--- src/rtl/spi_master_if.sv ---
// Handshake and serial-pin bundle for spi_master.
// The master modport is the block's own view; slave is the view of the logic driving it.
interface spi_master_if #(
  parameter int unsigned DW = 8
) ();
  logic          tx_vld;
  logic          tx_rdy;
  logic [DW-1:0] tx_dat;
  logic [DW-1:0] rx_dat;
  logic          rx_vld;
  logic          busy;
  logic          cs_n;
  logic          sclk;
  logic          sdo;
  logic          sdi;

  modport master (
    input  tx_vld, tx_dat, sdi,
    output tx_rdy, rx_dat, rx_vld, busy, cs_n, sclk, sdo
  );

  modport slave (
    output tx_vld, tx_dat, sdi,
    input  tx_rdy, rx_dat, rx_vld, busy, cs_n, sclk, sdo
  );
endinterface

--- src/rtl/spi_master.sv ---
// Full-duplex SPI master with configurable width, SCLK divider, CPOL/CPHA and bit order.
// One frame per accepted word; the received word is returned with a one-cycle strobe.
module spi_master #(
  parameter int unsigned DW        = 8,
  parameter int unsigned DIV       = 2,
  parameter bit          CPOL      = 1'b0,
  parameter bit          CPHA      = 1'b0,
  parameter bit          MSB_FIRST = 1'b1
) (
  input  logic         clk,
  input  logic         rst_n,
  spi_master_if.master bus
);

  localparam int unsigned CW = $clog2(2 * DW + 1);
  localparam int unsigned TW = (DIV > 1) ? $clog2(DIV) : 1;
  localparam logic [CW-1:0] LastTog = CW'(2 * DW - 1);
  localparam logic [TW-1:0] TickVal = TW'(DIV - 1);

  typedef enum logic [1:0] {StIdle, StLead, StXfer, StTrail} state_e;

  state_e        state_q, state_d;
  logic [TW-1:0] tmr_q, tmr_d;
  logic [CW-1:0] tog_q, tog_d;
  logic          sclk_q, sclk_d;
  logic          sdo_q, sdo_d;
  logic [DW-1:0] tx_sh_q, tx_sh_d;
  logic [DW-1:0] rx_sh_q, rx_sh_d;
  logic [DW-1:0] rx_dat_q, rx_dat_d;
  logic          rx_vld_q, rx_vld_d;

  logic tx_rdy;
  logic accept, tick, toggle, leading, last_tog, do_sample, do_shift;

  function automatic logic [DW-1:0] shift_next(logic [DW-1:0] x);
    if (MSB_FIRST) return {x[DW-2:0], 1'b0};
    else           return {1'b0, x[DW-1:1]};
  endfunction

  function automatic logic out_bit(logic [DW-1:0] x);
    if (MSB_FIRST) return x[DW-1];
    else           return x[0];
  endfunction

  function automatic logic [DW-1:0] rx_insert(logic [DW-1:0] x, logic b);
    if (MSB_FIRST) return {x[DW-2:0], b};
    else           return {b, x[DW-1:1]};
  endfunction

  assign accept   = bus.tx_vld & tx_rdy;
  assign tick     = (tmr_q == TickVal);
  assign toggle   = (state_q == StXfer) & tick;
  // tog_q counts completed toggles, so an even count means the next toggle is a leading edge.
  assign leading  = ~tog_q[0];
  assign last_tog = (tog_q == LastTog);
  assign do_sample = toggle & (CPHA ? ~leading : leading);
  assign do_shift  = toggle & (CPHA ? leading : (~leading & ~last_tog));

  // State register.
  always_ff @(posedge clk or negedge rst_n) begin
    if (!rst_n) begin
      state_q <= StIdle;
    end else begin
      state_q <= state_d;
    end
  end

  // Next-state logic.
  always_comb begin
    state_d = state_q;
    case (state_q)
      StIdle:  if (accept)             state_d = StLead;
      StLead:  if (tick)               state_d = StXfer;
      StXfer:  if (tick && last_tog)   state_d = StTrail;
      StTrail: if (tick)               state_d = StIdle;
      default:                         state_d = StIdle;
    endcase
  end

  // State-decoded outputs.
  always_comb begin
    tx_rdy   = 1'b0;
    bus.busy = 1'b0;
    bus.cs_n = 1'b1;
    case (state_q)
      StIdle: begin
        tx_rdy = 1'b1;
      end
      StLead, StXfer, StTrail: begin
        bus.busy = 1'b1;
        bus.cs_n = 1'b0;
      end
      default: begin
        tx_rdy = 1'b1;
      end
    endcase
  end

  assign bus.tx_rdy = tx_rdy;
  assign bus.sclk   = sclk_q;
  assign bus.sdo    = sdo_q;
  assign bus.rx_dat = rx_dat_q;
  assign bus.rx_vld = rx_vld_q;

  // Datapath next-state: timer, toggle counter, shifters and result capture.
  always_comb begin
    tmr_d    = tmr_q;
    tog_d    = tog_q;
    sclk_d   = sclk_q;
    sdo_d    = sdo_q;
    tx_sh_d  = tx_sh_q;
    rx_sh_d  = rx_sh_q;
    rx_dat_d = rx_dat_q;
    rx_vld_d = 1'b0;

    if (state_q == StIdle) begin
      tmr_d = '0;
    end else if (tick) begin
      tmr_d = '0;
    end else begin
      tmr_d = tmr_q + TW'(1);
    end

    case (state_q)
      StIdle: begin
        if (accept) begin
          tx_sh_d = bus.tx_dat;
          sdo_d   = out_bit(bus.tx_dat);
          rx_sh_d = '0;
          tog_d   = '0;
          sclk_d  = CPOL;
        end
      end
      StXfer: begin
        if (toggle) begin
          sclk_d = ~sclk_q;
          tog_d  = tog_q + CW'(1);
        end
        if (do_sample) begin
          rx_sh_d = rx_insert(rx_sh_q, bus.sdi);
        end
        if (do_shift) begin
          // CPHA=1 drives the current bit then advances; CPHA=0 advances then drives.
          if (CPHA) begin
            sdo_d   = out_bit(tx_sh_q);
            tx_sh_d = shift_next(tx_sh_q);
          end else begin
            tx_sh_d = shift_next(tx_sh_q);
            sdo_d   = out_bit(shift_next(tx_sh_q));
          end
        end
      end
      StTrail: begin
        if (tick) begin
          rx_dat_d = rx_sh_q;
          rx_vld_d = 1'b1;
        end
      end
      default: begin
      end
    endcase
  end

  always_ff @(posedge clk or negedge rst_n) begin
    if (!rst_n) begin
      tmr_q    <= '0;
      tog_q    <= '0;
      sclk_q   <= CPOL;
      sdo_q    <= 1'b0;
      tx_sh_q  <= '0;
      rx_sh_q  <= '0;
      rx_dat_q <= '0;
      rx_vld_q <= 1'b0;
    end else begin
      tmr_q    <= tmr_d;
      tog_q    <= tog_d;
      sclk_q   <= sclk_d;
      sdo_q    <= sdo_d;
      tx_sh_q  <= tx_sh_d;
      rx_sh_q  <= rx_sh_d;
      rx_dat_q <= rx_dat_d;
      rx_vld_q <= rx_vld_d;
    end
  end

endmodule
--- src/flat_wrapper.sv ---
// flat-port wrapper written by rule: the top's interface ports become plain ports
module spi_master_flat 
#(
  parameter int unsigned DW        = 8,
  parameter int unsigned DIV       = 2,
  parameter bit          CPOL      = 1'b0,
  parameter bit          CPHA      = 1'b0,
  parameter bit          MSB_FIRST = 1'b1
)
  (clk, rst_n, bus_tx_vld, bus_tx_dat, bus_sdi, bus_tx_rdy, bus_rx_dat, bus_rx_vld, bus_busy, bus_cs_n, bus_sclk, bus_sdo);
  spi_master_if #(.DW(DW)) bus_i ();
  input  logic clk;
  input  logic rst_n;
  input wire logic [$bits(bus_i.tx_vld)-1:0] bus_tx_vld;
  input wire logic [$bits(bus_i.tx_dat)-1:0] bus_tx_dat;
  input wire logic [$bits(bus_i.sdi)-1:0] bus_sdi;
  output wire logic [$bits(bus_i.tx_rdy)-1:0] bus_tx_rdy;
  output wire logic [$bits(bus_i.rx_dat)-1:0] bus_rx_dat;
  output wire logic [$bits(bus_i.rx_vld)-1:0] bus_rx_vld;
  output wire logic [$bits(bus_i.busy)-1:0] bus_busy;
  output wire logic [$bits(bus_i.cs_n)-1:0] bus_cs_n;
  output wire logic [$bits(bus_i.sclk)-1:0] bus_sclk;
  output wire logic [$bits(bus_i.sdo)-1:0] bus_sdo;
  assign bus_i.tx_vld = bus_tx_vld;
  assign bus_i.tx_dat = bus_tx_dat;
  assign bus_i.sdi = bus_sdi;
  assign bus_tx_rdy = bus_i.tx_rdy;
  assign bus_rx_dat = bus_i.rx_dat;
  assign bus_rx_vld = bus_i.rx_vld;
  assign bus_busy = bus_i.busy;
  assign bus_cs_n = bus_i.cs_n;
  assign bus_sclk = bus_i.sclk;
  assign bus_sdo = bus_i.sdo;
  spi_master #(.DW(DW), .DIV(DIV), .CPOL(CPOL), .CPHA(CPHA), .MSB_FIRST(MSB_FIRST)) u_core (.clk(clk), .rst_n(rst_n), .bus(bus_i));
endmodule
--- config.mk ---
export PLATFORM = sky130hd
export DESIGN_NAME = spi_master_flat
export DESIGN_NICKNAME = d
export VERILOG_FILES = /design/src/rtl/spi_master_if.sv /design/src/rtl/spi_master.sv /design/src/flat_wrapper.sv
export SDC_FILE = /design/constraint.sdc
export NUM_CORES = 1
export LEC_CHECK = 0
export BUFFER_PORTS_ARGS = -buffer_cell sky130_fd_sc_hd__buf_2
export CAP_MARGIN = 20
export CELL_PAD_IN_SITES_DETAIL_PLACEMENT = 0
export CELL_PAD_IN_SITES_GLOBAL_PLACEMENT = 2
export CORE_ASPECT_RATIO = 0.6
export CORE_UTILIZATION = 41
export DETAILED_ROUTE_END_ITERATION = 10
export PLACE_DENSITY_LB_ADDON = 0.05
export SLEW_MARGIN = 0
export SYNTH_ARGS = -nofsm -noshare
export SYNTH_HDL_FRONTEND = slang
export SYNTH_SLANG_ARGS = --single-unit
--- constraint.sdc ---
create_clock -name clk -period 4.8 [get_ports clk]
set_input_delay 1.2 -clock clk [delete_from_list [all_inputs] [get_ports clk]]
set_output_delay 1.2 -clock clk [all_outputs]
set_load 0.005 [all_outputs]
# ---- Word level (Yosys, flattened, before mapping)
# Cells that the tools add are included.
dict set report op_classes {
  bitwise 8
  eq_ne 11
  n_mux 27
  n_reduce_logical 9
  add_sub_neg 2
}
# cell count
set op_table {}
lappend op_table {{$mux 8} 2}
lappend op_table {{$pmux 8 s2} 1}
lappend op_table {{$mux 7} 2}
lappend op_table {{$pmux 7 s2} 1}
lappend op_table {{$ne 2x1->1 const B} 6}
lappend op_table {{$mux 1} 11}
lappend op_table {{$mux 5} 2}
lappend op_table {{$pmux 5 s2} 1}
lappend op_table {{$reduce_and 3->1} 3}
lappend op_table {{$mux 2} 4}
lappend op_table {{$pmux 2 s4} 1}
lappend op_table {{$add 5x1->5 const B} 1}
lappend op_table {{$and 1x1->1} 5}
lappend op_table {{$eq 5x4->1 const B} 1}
lappend op_table {{$eq 2x2->1 const B} 2}
lappend op_table {{$pmux 1 s2} 2}
lappend op_table {{$reduce_and 4->1} 1}
lappend op_table {{$not 1->1} 3}
lappend op_table {{$reduce_or 3->1} 1}
lappend op_table {{$eq 2x1->1 const B} 1}
lappend op_table {{$logic_not 2->1} 1}
lappend op_table {{$ne 2x2->1 const B} 1}
lappend op_table {{$reduce_and 2->1} 1}
lappend op_table {{$reduce_bool 2->1} 1}
lappend op_table {{other kinds (2)} 2}
dict set report word_totals {
  inputBits 12
  register_bits 34
}

# ---- Logic depth before layout (Yosys ltp)
# Gate-level depths: netlist (run 1).
dict set report depth {
  word_depth 6
  ltp_mapped 6
}

# ---- Worst setup path before layout (run 1)
# No wires, ideal clock.
dict set report synth_path {
  kind {register -> register}
  from {register u_core.tog_q[0]}
  to {register u_core.sdo_q (netlist: u_core.bus.sdo)}
  synth_period_minus_slack_ns 1.997
  slack_ns 2.803
  stages_incl_launch_ff 7
  arrival_ns 1.872
  path_cell_list {dfrtp_1 > ha_1 > and3_1 > ha_1 > nand3b_1 > a21oi_4 > mux2_4}
}
dict set report synth_via {
  elab_chain_cells 6
}
# item line_no
set synth_rtl {}
lappend synth_rtl {{from (decl)} spi_master.sv:24} ;# logic [CW-1:0] tog_q, tog_d;
lappend synth_rtl {{from (signal assigned)} spi_master.sv:176} ;# tog_q <= tog_d;
lappend synth_rtl {{$eq 5x4->1} spi_master.sv:55} ;# assign last_tog = (tog_q == LastTog);
lappend synth_rtl {{$not 1->1} spi_master.sv:57} ;# assign do_shift = toggle & (CPHA ? leading : (~leading & ~last_tog));
lappend synth_rtl {{$and 1x1->1 * (2 in a row)} spi_master.sv:57}
lappend synth_rtl {{$ne 2x1->1 (no line) *} n/a}
lappend synth_rtl {{$reduce_and 3->1 (no line) *} n/a}
lappend synth_rtl {{to (signal assigned)} spi_master.sv:178} ;# sdo_q <= sdo_d;
lappend synth_rtl {{to (decl)} spi_master.sv:26} ;# logic sdo_q, sdo_d;
# Every way passes the cells marked *; elsewhere a longest branch is shown, timed or not.
# A chain may end at the register's enable or synchronous reset.

# ---- Worst setup path after layout (run 1)
dict set report layout_path {
  from {register u_core.state_q[0]}
  to {output port bus_tx_rdy}
}
dict set report layout_via {
  elab_chain_cells 2
}
# item line_no
set layout_rtl {}
lappend layout_rtl {{from (decl)} spi_master.sv:22} ;# state_e state_q, state_d;
lappend layout_rtl {{from (signal assigned)} spi_master.sv:62} ;# state_q <= StIdle;
lappend layout_rtl {{from (signal assigned)} spi_master.sv:64} ;# state_q <= state_d;
lappend layout_rtl {{$logic_not 2->1} spi_master.sv:85} ;# case (state_q)
lappend layout_rtl {{$mux 1} spi_master.sv:85}
lappend layout_rtl {{to (decl)} flat_wrapper.sv:17} ;# output wire logic [$bits(bus_i.tx_rdy)-1:0] bus_tx_rdy;
# No other way between the ends.

==> key figures, run 1 <==
Clocking
  • Post-cts resize count: 0
  • Clk slew on worst S/H paths: roughly 80 ps
  • CTS Buf Count: 5
  • CTS HTree Levels: 2
  • CTS tree: built
  • Clk buf depth: 2
  • CTS root buffer: clkbuf_8
  • Cts hold-fix bufs: 0
  • Setup bufs post-CTS: 0
  • Worst-Skew Late Latency: around 290 ps
  • Clock sink count: 34

Placement
  • IO Port Bufs: 25
  • Placed instance count: 200
  • Placed inst area: between 1500 and 2000 um2
  • Final Wtd Congestion: about 0.81
  • DP Wirelength: 2.340 mm

Yosys
  • Synthesized area: 1709 um2
  • Syn nets: roughly 150
  • Post-synth top area share: between 40 and 50%
  • Sequential area share after synthesis: 49.78%
  • Post-synth EDFFs: 0
  • Syn Inst Count: 133
  • Syn_area_per_cell: 12.85 um2
  • Fraction of registers with async set/reset: 100.0%
  • Synth warnings: 0
  • Count of cell types in the netlist: 37
  • Most used DFF post-synth: dfrtp_1
  • Register bit total from synthesis: 34
  • Most common cell in the synthesized netlist: dfrtp_1
  • Area leader, netlist: dfrtp_1
  • Synth top cells by count: dfrtp_1, a22o_1, mux2_1
  • Top cells by area, synth: dfrtp_1, mux2_4, mux2_1

Setup path
  • Critical Path Sink Type: output pin
  • FF-to-FF path depth: 5
  • Startpoint types: flip-flop
  • Reg-to-reg critical path startpoint: u_core.state_q[0]
  • Crit path max-delay family: adder cells
  • Max incr delay on CP: roughly 450 ps
  • Worst EP required: 3600 ps
  • CP max-delay cell: ha_1
  • CP cell instances: inv_1 > ha_1 > buf_2
  • WS Path Type: reg -> out
  • CP Data Arrival Time: 1490 ps
  • Reg2reg end: u_core.tx_sh_q[1]
  • Worst reg-to-reg setup slack: 2340 ps
  • CP bufs+invs: 2
  • Crit path max fanout: 9

Timing
  • Final min period: 2688 ps
  • Final setup viols: 0
  • Final Slew Violations: 0
  • Final Skew: 9.252 ps
  • RSZ-0062 raised after global routing: no
  • Endpoints failing hold: 0
  • Tcrit/Tclk final: between 50% and 60%
  • Relative slew slack: roughly a third
  • Worst Max-Slew Pin Slew: 993.2 ps
  • Maximum clock rate: 372.0 MHz
  • Total negative slack: 0 ps

Route
  • Starting DRC count in detailed routing: 46
  • Post-route ant nets: 0
  • Initial DRT Pass Iterations: 4
  • Via Count: 1138
  • Drt drc: 0
  • Routed len/inst: ~16 um
  • Vias/cell: 5.471
  • Routed wire length: 3.374 mm

Final layout
  • Antenna cells: 0
  • Fraction of layout cells with a size suffix above 1: 33.54%
  • NumNets Final: ~180
  • Layout area overhead: 16.84%
  • Fin area: 1997 um2
  • Finished Layout Cells: 208

Power
  • Power density cells: 667.2 nW/um2
  • Final Power: 1.332 mW
  • Leakage: 0.9780 nW
  • Worst VDD drop: 0.2647 mV

Global route
  • Pin count of the biggest net entering global routing: 35
  • Number of global-route vias before repair: ~1.0k
  • Total track usage: 17.32%
  • Remaining Overflow, GRT: 0
  • Global-route wire length before repair: about 5.5 mm
  • Antenna violations before repair: 0

Flow run
  • Max Cap Viol: 0

Die
  • CORE AREA: 3829 um2
  • Die Area: 4439 um2
  • I/O pin count: 26
  • Die Y-Extent: 52.01 um
  • Row cnt: 17
  • Starting Density: 44.64%
  • Die W: 85.35 um

Status
  • Outcome: finished clean

Worst hold path
  • Hold Crit Start: u_core.bus.rx_dat[7]
  • Hold Path Depth: 1
  • Worst Hold Class: reg -> reg
  • Hold Path Sink: u_core.bus.rx_dat[7]
## final cells by class
cell class | count | area, um2
Multi-Input combinational cell | 87 | 795.8
Sequential cell | 34 | 850.8
Tap cell | 47 | 58.81
Fill cell | 338 | 1832
Timing Repair Buffer | 25 | 125.1
Clock inverter | 3 | 68.82
Inverter | 7 | 28.78
Clock buffer | 5 | 68.82
## per-layer routing
| metal | global-route usage (%) | routed length (um) |
|---|---|---|
| met4 | 6.667 | 58 |
| met1 | 27.34 | 1975 |
| met5 | 0 | 0 |
| met2 | 21.10 | 1165 |
| met3 | 5.238 | 174 |
## cell usage in the layout (no fill, tap or decap), types with 2 or more instances in the layout
cell type / n
o21ai_1: 3
buf_2: 25
nand3b_1: 5
nand3_1: 4
ha_1: 7
o21ai_0: 2
bufinv_16: 2
nand2b_1: 6
dfrtp_1: 34
clkbuf_8: 5
a22o_1: 9
mux2_2: 7
a31oi_1: 2
nand2_1: 5
a21oi_1: 4
mux2_1: 9
mux2_4: 7
inv_1: 5
## metrics by stage
| stage | worst slack (ps) | hold WS (ps) | util, % |
|---|---|---|---|
| floorplan | 2803 | 458.5 | - |
| global placement | 2438 | 468.3 | 48.56 |
| detailed placement | 2394 | 478.4 | 48.56 |
| CTS | 2133 | 495.7 | 52.16 |
| global route | 2046 | 505.3 | 52.16 |
| finish | 2112 | 488.8 | 52.16 |
## state kept, by name (all words and copies together), names as in the netlist
register	count
u_core.bus.rx_dat	8
u_core.rx_sh_q	8
u_core.tx_sh_q	7
u_core.tog_q	5
u_core.state_q	2
u_core.bus.rx_vld	1
u_core.bus.sclk	1
u_core.bus.sdo	1
u_core.tick	1
## power breakdown
| group | switching [mW] | total, mW | internal (mW) |
|---|---|---|---|
| Clock | 0.114 | 0.322 | 0.208 |
| Combinational | 0.267 | 0.546 | 0.279 |
| Sequential | 0.0857 | 0.465 | 0.379 |
## kinds of logic (layout without fill, tap and decap cells)
kind of cell	Yosys count	in the layout	synth area share (%)
flops	34	34	49.78
compound gates	28	28	12.45
simple gates	28	28	10.98
mux	24	24	18.01
buf+inv	12	40	3.660
fa+ha+maj	7	7	5.124
## worst max path at each step
stage / cells after the start / startpoint / slack, ps / to
2_1_floorplan: 6 / u_core.tog_q[0] / 2800 / u_core.bus.sdo
3_3_place_gp: 4 / bus_tx_vld / 2440 / u_core.rx_sh_q[0]
3_5_place_dp: 5 / u_core.state_q[0] / 2390 / u_core.tx_sh_q[2]
4_1_cts: 3 / u_core.state_q[0] / 2130 / bus_tx_rdy
5_1_grt: 3 / u_core.state_q[0] / 2050 / bus_tx_rdy
6_report: 3 / u_core.state_q[0] / 2110 / bus_tx_rdy
(Power assumes the default switching activity.)
==> inputs of run 2 (changes only) <==
--- a/config.mk
+++ b/config.mk
@@ -10,7 +10,7 @@
 export CELL_PAD_IN_SITES_DETAIL_PLACEMENT = 0
 export CELL_PAD_IN_SITES_GLOBAL_PLACEMENT = 2
 export CORE_ASPECT_RATIO = 0.6
-export CORE_UTILIZATION = 41
+export CORE_UTILIZATION = 38
 export DETAILED_ROUTE_END_ITERATION = 10
 export PLACE_DENSITY_LB_ADDON = 0.05
 export SLEW_MARGIN = 0
==> constraint.sdc (replaced) <==
create_clock -name clk -period 2.55 [get_ports clk]
set_input_delay 0.6375 -clock clk [delete_from_list [all_inputs] [get_ports clk]]
set_output_delay 0.6375 -clock clk [all_outputs]
set_load 0.005 [all_outputs]
==> run 2 against run 1 <==
  * Critical path depth increased by 3
  * Clock skew down 4.8 ps
  * Sequential cell count is the same
  * Sequential power grew 87%
  * Critical path type is now reg -> reg
  * Power is 75% higher
  * Via count shrank 1.1%
  * Highest routed layer unchanged
  * Critical endpoint is now u_core.tx_sh_q[6]
  * Final area shrank 0.75%
  * Global-route usage fell by 0.97 points
  * Utilization decreased by 5.1 points
==> key figures, run 2 (synthesis results as in run 1) <==
Status
  • Outcome: finished clean (unchanged)

Final layout
  • Antenna cells: 0 (unchanged)
  • Fin area: 1982 um2 (was 1997 um2)
  • FILL cells: 413 (was 338)
  • Most frequent cells in the layout: dfrtp_1, buf_2, a22o_1, mux2_1 (unchanged)
  • Storage element area: 850.8 um2 (unchanged)
  • NumNets Final: 181 (was 179)
  • Fraction of layout cells with a size suffix above 1: 33.74% (was 33.54%)
  • Layout area overhead: 15.96% (was 16.84%)
  • Commonest non-fill, non-tap cell in the layout: dfrtp_1 (unchanged)
  • Multi-input gate area: 795.8 um2 (unchanged)

Clocking
  • CTS tree: built (unchanged)
  • CTS root buffer: clkbuf_8 (unchanged)
  • Setup bufs post-CTS: 0 (unchanged)
  • CTS HTree Levels: 2 (unchanged)
  • Post-cts resize count: 0 (unchanged)
  • Clk slew on worst S/H paths: 70 ps (was 80 ps)
  • Clock sink count: 34 (unchanged)
  • Worst-Skew Late Latency: 280 ps (was 290 ps)
  • Clk buf depth: 2 (unchanged)
  • Cts hold-fix bufs: 0 (unchanged)
  • CTS Buf Count: 5 (unchanged)

Die
  • CORE AREA: 4212 um2 (was 3829 um2)
  • I/O pin count: 26 (unchanged)
  • Starting Density: 40.58% (was 44.64%)
  • Row cnt: 18 (was 17)
  • Die Y-Extent: 53.95 um (was 52.01 um)
  • Die W: 88.58 um (was 85.35 um)
  • Die Area: 4779 um2 (was 4439 um2)

Power
  • Worst VDD drop: 0.5018 mV (was 0.2647 mV)
  • Leakage: 0.9682 nW (was 0.9780 nW)
  • Power density cells: 1177 nW/um2 (was 667.2 nW/um2)

Placement
  • DP Wirelength: 2.434 mm (was 2.340 mm)
  • Final Wtd Congestion: 0.7533 (was 0.8084)
  • IO Port Bufs: 25 (unchanged)
  • Placed inst area: 1891 um2 (was 1859 um2)

Timing
  • Worst Max-Slew Pin Slew: 768.2 ps (was 993.2 ps)
  • Final setup viols: 0 (unchanged)
  • Relative slew slack: 48.79% (was 33.79%)
  • Final min period: 2237 ps
  • Worst hold slack: 427.4 ps (was 488.8 ps)
  • Total negative slack: 0 ps (unchanged)
  • Final Slew Violations: 0 (unchanged)
  • Tcrit/Tclk final: 87.71%
  • Endpoints failing hold: 0 (unchanged)
  • RSZ-0062 raised after global routing: no (unchanged)
  • Final Skew: 4.456 ps (was 9.252 ps)
  • Maximum clock rate: roughly 450 MHz

Global route
  • Pin count of the biggest net entering global routing: 35 (unchanged)
  • Global-route wire length before repair: 5.533 mm (was 5.540 mm)
  • Total track usage: 16.35% (was 17.32%)
  • Remaining Overflow, GRT: 0 (unchanged)
  • Antenna violations before repair: 0 (unchanged)
  • Number of global-route vias before repair: 1081 (was 1038)

Setup path
  • Startpoint types: flip-flop (unchanged)
  • Crit path max fanout: 7 (was 9)
  • Worst EP required: 2710 ps (was 3600 ps)
  • Critical Path Sink Type: flip-flop (was output pin)
  • CP Data Arrival Time: 2400 ps (was 1490 ps)
  • WS Path Type: reg -> reg (was reg -> out)

Flow run
  • Max Cap Viol: 0 (unchanged)

Worst hold path
  • Worst Hold Class: in -> async (was reg -> reg)

Route
  • Starting DRC count in detailed routing: 48 (was 46)
  • Routed len/inst: 15.03 um (was 16.22 um)
  • Vias/cell: 5.045 (was 5.471)
  • Routed wire length: 3.351 mm (was 3.374 mm)
  • Initial DRT Pass Iterations: 4 (unchanged)
  • Drt drc: 0 (unchanged)
  • Post-route ant nets: 0 (unchanged)
  • Via Count: 1125 (was 1138)
==> run 2: changes by cell type in the layout (fill, tap and decap cells not counted), sizes merged <==
cell,previous run,this run
bufinv,2,0
buf,25,27
clkbuf,5,7
==> run 2: where the power goes <==
part,total [mW],switching [mW],internal [mW]
combinational,1.06,0.518,0.544
clock,0.399,0.181,0.218
sequential,0.871,0.157,0.714
==> run 2: per-layer routing <==
metal | share of wire (%) | global-route usage [%] | wire length (um) | vias up
li1 | - | - | - | 542
met1 | 55 | 24.74 | 1850 | 556
met2 | 40 | 21.92 | 1356 | 25
met3 | 3.9 | 4.601 | 130 | 2
met4 | 0.42 | 5.645 | 14 | 0
met5 | 0 | 0 | 0 | -
==> run 2: final cells by class <==
type                       count  share of cell area, %
clock buffer                   7                  4.356
clock inverter                 1                 0.2525
inverter                       7                  1.452
multi-input combinational     87                  40.15
sequential                    34                  42.93
tap                           60                  3.788
timing repair buffer          27                  7.071
==> run 2: final timing paths <==
path,from,endpoint,slack [ps],depth (start not counted)
max in group asynchronous,rst_n,u_core.bus.rx_vld,1620,1
max reg2reg,u_core.tog_q[0],u_core.tx_sh_q[6],310,6
max,u_core.tog_q[0],u_core.tx_sh_q[6],310,6
min reg2reg,u_core.bus.rx_dat[2],u_core.bus.rx_dat[2],490,1
min,rst_n,u_core.tick,430,1
min in group clk,u_core.bus.rx_dat[2],u_core.bus.rx_dat[2],490,1
==> run 2: metrics by stage <==
step	std cells	util, %	setup WS, ps	power [mW]
detailed placement	215	44.89	341.7	1.938
global route	223	47.06	251.7	2.521
CTS	223	47.06	321.5	2.355
finish	223	47.06	313.4	2.332
global placement	215	44.89	408.4	1.926
floorplan	133	-	552.6	1.674
==> run 2: critical path, cell delays in order, from the launching register on <==
cell	delay [ps]
dfrtp_1	470
ha_1	270
and3_1	200
ha_1	190
nand3b_1	250
a21oi_4	400
mux2_4	340
